[config.mk]
export PLATFORM = sky130hd
export DESIGN_NAME = i_prefetch_queue
export DESIGN_NICKNAME = d
export VERILOG_FILES = /design/src/rtl/i_prefetch_queue.sv
export SDC_FILE = /design/constraint.sdc
export NUM_CORES = 1
export LEC_CHECK = 0
export CAP_MARGIN = 20
export CORE_AREA = 2 2 66 68
export DETAILED_ROUTE_END_ITERATION = 12
export DIE_AREA = 0 0 68 70
export MAX_ROUTING_LAYER = met4
export PLACE_DENSITY = 0.79
export SYNTH_ARGS = -nofsm -noshare
export SYNTH_HDL_FRONTEND = slang
export SYNTH_SLANG_ARGS = --single-unit
[constraint.sdc]
create_clock -name clk -period 3.9 [get_ports clk]
set_input_delay 0.78 -clock clk [delete_from_list [all_inputs] [get_ports clk]]
set_output_delay 0.78 -clock clk [all_outputs]
set_load 0.005 [all_outputs]
[src/rtl/i_prefetch_queue.sv]
// i_prefetch_queue: DEPTH-entry instruction prefetch queue feeding the decoder.
// Bus bytes are pushed with the active-low loadn strobe. advance pops the
// oldest entry into instr_out. flush discards prefetched entries on jumps.
// overflow is sticky and records loads that were dropped while the queue was full.
module i_prefetch_queue #(
  parameter int WIDTH = 8,
  parameter int DEPTH = 4
) (
  input  logic                   clk,
  input  logic                   reset,
  input  logic                   loadn,
  input  logic                   advance,
  input  logic                   flush,
  input  logic [WIDTH-1:0]       bus,
  output logic [WIDTH-1:0]       instr_out,
  output logic                   instr_valid,
  output logic [$clog2(DEPTH):0] count,
  output logic                   empty,
  output logic                   full,
  output logic                   overflow
);

  localparam int PW = $clog2(DEPTH);
  localparam int CW = PW + 1;
  localparam logic [CW-1:0] DEPTH_C = CW'(DEPTH);

  logic [WIDTH-1:0] mem [DEPTH];
  logic [PW-1:0]    head, tail;
  logic [PW-1:0]    head_next, tail_next, wr_addr;
  logic [CW-1:0]    count_next;
  logic             do_pop, do_push, drop;

  // Strobe qualification and next pointer/count values.
  // A flush rebases the queue at slot 0. Any same-edge load therefore lands in slot 0.
  always_comb begin
    do_pop     = !flush && advance && (count != '0);
    do_push    = !loadn && (flush || !full || do_pop);
    drop       = !loadn && !flush && full && !do_pop;
    wr_addr    = tail;
    head_next  = head;
    tail_next  = tail;
    count_next = count;
    if (flush) begin
      wr_addr    = '0;
      head_next  = '0;
      tail_next  = do_push ? PW'(1) : '0;
      count_next = do_push ? CW'(1) : '0;
    end else begin
      head_next  = head + PW'(do_pop);
      tail_next  = tail + PW'(do_push);
      count_next = count + CW'(do_push) - CW'(do_pop);
    end
  end

  // Queue storage. Reset does not clear it, because entries are only read after a push.
  always_ff @(posedge clk) begin
    if (do_push) mem[wr_addr] <= bus;
  end

  // Pointers, occupancy and status flags. empty and full are registered from count_next, so they stay consistent with count.
  always_ff @(posedge clk or posedge reset) begin
    if (reset) begin
      head     <= '0;
      tail     <= '0;
      count    <= '0;
      empty    <= 1'b1;
      full     <= 1'b0;
      overflow <= 1'b0;
    end else begin
      head  <= head_next;
      tail  <= tail_next;
      count <= count_next;
      empty <= (count_next == '0);
      full  <= (count_next == DEPTH_C);
      if (flush)     overflow <= 1'b0;
      else if (drop) overflow <= 1'b1;
    end
  end

  // Decoder-facing instruction register. An advance while the queue is empty presents a NOP (zero).
  always_ff @(posedge clk or posedge reset) begin
    if (reset) begin
      instr_out   <= '0;
      instr_valid <= 1'b0;
    end else if (flush) begin
      instr_out   <= '0;
      instr_valid <= 1'b0;
    end else if (do_pop) begin
      instr_out   <= mem[head];
      instr_valid <= 1'b1;
    end else if (advance) begin
      instr_out   <= '0;
      instr_valid <= 1'b0;
    end
  end

endmodule

==> metrics.txt <==
Initial Util=49.7%; Setup crit start kind=input port; P_int=0.000903 W; Inserted Clock Buffers=5; M2 GR Usage=29.1%; clk_skew=5.23 ps; row cnt=24; pin count of the biggest net entering global routing=20; Synth Register Bits=51; final wirelength=3600 um; CTS tree=done; worst r2r src=count[1]$_DFF_PP0_; Relative slew margins=42.4%; R2R setup slack=800 ps; gr usage total=17.6%; nets=170; Final Hold Vio Count=0; Seq pwr share=55.1%; detailed placer's ending HPWL=2450 um; Ant. Diodes=0; number of primary I/O pins=28; placed insts=197; Clock Sink Count=51; first-pass GRT wire length=5720 um; Worst setup EP type=register; peak supply drop=0.279 mV; Max Fclk=321 MHz; Setup CP Type=input port to register; Max-Cap Viols=0; Die Y=70 um; vias in the first global route=1248; clk buf depth=2; commonest cells after routing, fill and taps aside=edfxtp_1 (32), clkdlybuf4s50_1 (27), dfrtp_1 (18); Hold-fix buffers, CTS=0; Synth Warn #=0; mapped cell area=0.00206 mm2; FFs w/ async S/R, synth=37.3%; Mapped Cells=119; leakage power=0.930 nW; Die Area=0.00476 mm2; antenna violations before repair=0; status=finished, final reports clean; setup tns final=0 ps; syn avg cell area=17.3 um2; critical path endpoint=full$_DFF_PP0_; met1 Use GR=19.6%; WP data arrival=3330 ps; most common cell after layout, fill and taps aside=edfxtp_1; fin crit period=3120 ps; top cells by area, synth=edfxtp_1 (47%), dfrtp_1 (22%), mux4_2 (8.7%); FF-to-FF End=full$_DFF_PP0_; pwr/cell area=486 mW/mm2; via count=1147; Net Sw Power=0.000313 W; post-CTS setup repair buffer count=0; root buffer cell=clkbuf_8; Skew-Pair Late Insertion Delay=300 ps; worst reg-to-reg path cell count=9; clock share of power=24.0%; Resized cells post-CTS=0; Antenna Nets Post-Route=0; number of synthesized flops with an enable pin=32; Net Sw Frac=25.7%; register area share after synthesis=69.8%; GRT overflow=0; most area-hungry cell type in the Yosys netlist=edfxtp_1; final setup violation count=0; Area Overhead vs Synth=21.4%; CP Launch Point=advance; RSZ-0062 raised after global routing=no; Die W=68 um; Yosys top cell area share=46.7%; worst-margin pin slew=857 ps; Hold Crit Class=register to register; Max Slew Vio Count=0; Most used DFF post-synth=edfxtp_1; met3 Use GR=5.15%; Placeable Area=0.00414 mm2; wire per inst=17.6 um; Crit path required time=4120 ps; Detailed Routing Iterations Pass 1=4; critical path fanouts, max=7; Non-Filler Instances=205; period utilization=79.9%; GP Congestion=0.801; Avg Vias per Cell=5.60; Port Buffers=27; Clock transition at path regs=90 ps; Mapped Nets=137; Iter 0 DRT Violations=79; share of cells above drive strength 1=16.3%; share of total power in combinational logic=20.9%; DRC=0; Yosys cell types=32; GRT busiest layer=met2; H-tree depth=2
==> registers in the layout, summed over array words and instances, names as in the netlist <==
name         count
instr_out        8
empty            1
head             2
tail             2
mem             32
instr_valid      1
full             1
count            3
overflow         1
==> worst min path at each step <==
stage          slack [ps]  cells after the start                      from                  endpoint
2_1_floorplan         490                      1      overflow$_DFFE_PP0P_      overflow$_DFFE_PP0P_
3_3_place_gp          470                      1  instr_out[3]$_DFFE_PP0P_  instr_out[3]$_DFFE_PP0P_
3_5_place_dp          490                      1  instr_out[4]$_DFFE_PP0P_  instr_out[4]$_DFFE_PP0P_
4_1_cts               510                      1  instr_out[4]$_DFFE_PP0P_  instr_out[4]$_DFFE_PP0P_
5_1_grt               530                      1  instr_out[3]$_DFFE_PP0P_  instr_out[3]$_DFFE_PP0P_
6_report              510                      1  instr_out[4]$_DFFE_PP0P_  instr_out[4]$_DFFE_PP0P_
==> worst max-delay path, stage by stage <==
cell             delay, ps
clkdlybuf4s50_1        500
o31ai_1                200
a21o_1                 240
ha_1                   260
inv_1                   60
ha_1                   130
inv_1                   50
fa_1                   500
or3b_2                 460
nor3_1                 160
==> routing by layer <==
| metal | part of all wire [%] | wire [um] | vias to the layer above |
|---|---|---|---|
| li1 | - | - | 524 |
| met1 | 39 | 1400 | 592 |
| met3 | 3.6 | 130 | 9 |
| met4 | 2.1 | 74 | 0 |
| met2 | 55 | 2000 | 22 |
| met5 | 0 | 0 | - |
==> synth_stat cells, types with 2 or more instances <==
cell and n:
mux4_2 8, edfxtp_1 32, nor2_1 5, xnor2_1 2
nor2b_1 3, a2111oi_0 3, dfrtp_1 18, nand2_1 2
clkbuf_1 3, o21ai_0 2, ha_1 4, inv_1 7
nand2b_1 3, a32o_1 9
==> area by class of cell <==
cell class	instances	area, um2
clock buffer	5	68.8
clock inverter	3	20.0
fill	301	1640
inverter	7	26.3
multi-input combinational	54	568
sequential	51	1440
tap	52	65.1
timing repair buffer	33	315
==> cell families after synthesis <==
kind of cell | Yosys count | synth area share (%)
xor+xnor | 3 | 1.94
flops | 51 | 69.8
fa+ha+maj | 5 | 3.40
compound gates | 20 | 8.38
mux | 8 | 8.75
buf+inv | 14 | 3.04
simple gates | 18 | 4.68
==> through the flow <==
stage | hold slack [ps] | area [um2] | setup slack [ps] | utilization, % | power, W
after floorplan | 487 | 2060 | 861 | - | 0.000823
after global placement | 473 | 2410 | 597 | 58.2 | 0.000923
after detailed placement | 492 | 2410 | 504 | 58.2 | 0.000938
after CTS | 513 | 2500 | 806 | 60.4 | 0.00123
after global routing | 534 | 2500 | 638 | 60.4 | 0.00128
final | 505 | 2500 | 785 | 60.4 | 0.00122
==> power groups by stage <==
stage	combinational (W)	sequential [W]	clock, W
final	0.000254	0.000670	0.000292
after global routing	0.000276	0.000678	0.000321
after CTS	0.000257	0.000671	0.000300
after detailed placement	0.000255	0.000683	0
after global placement	0.000243	0.000680	0
after floorplan	0.000154	0.000669	0
Note: power is estimated with default switching activity, not from simulation.
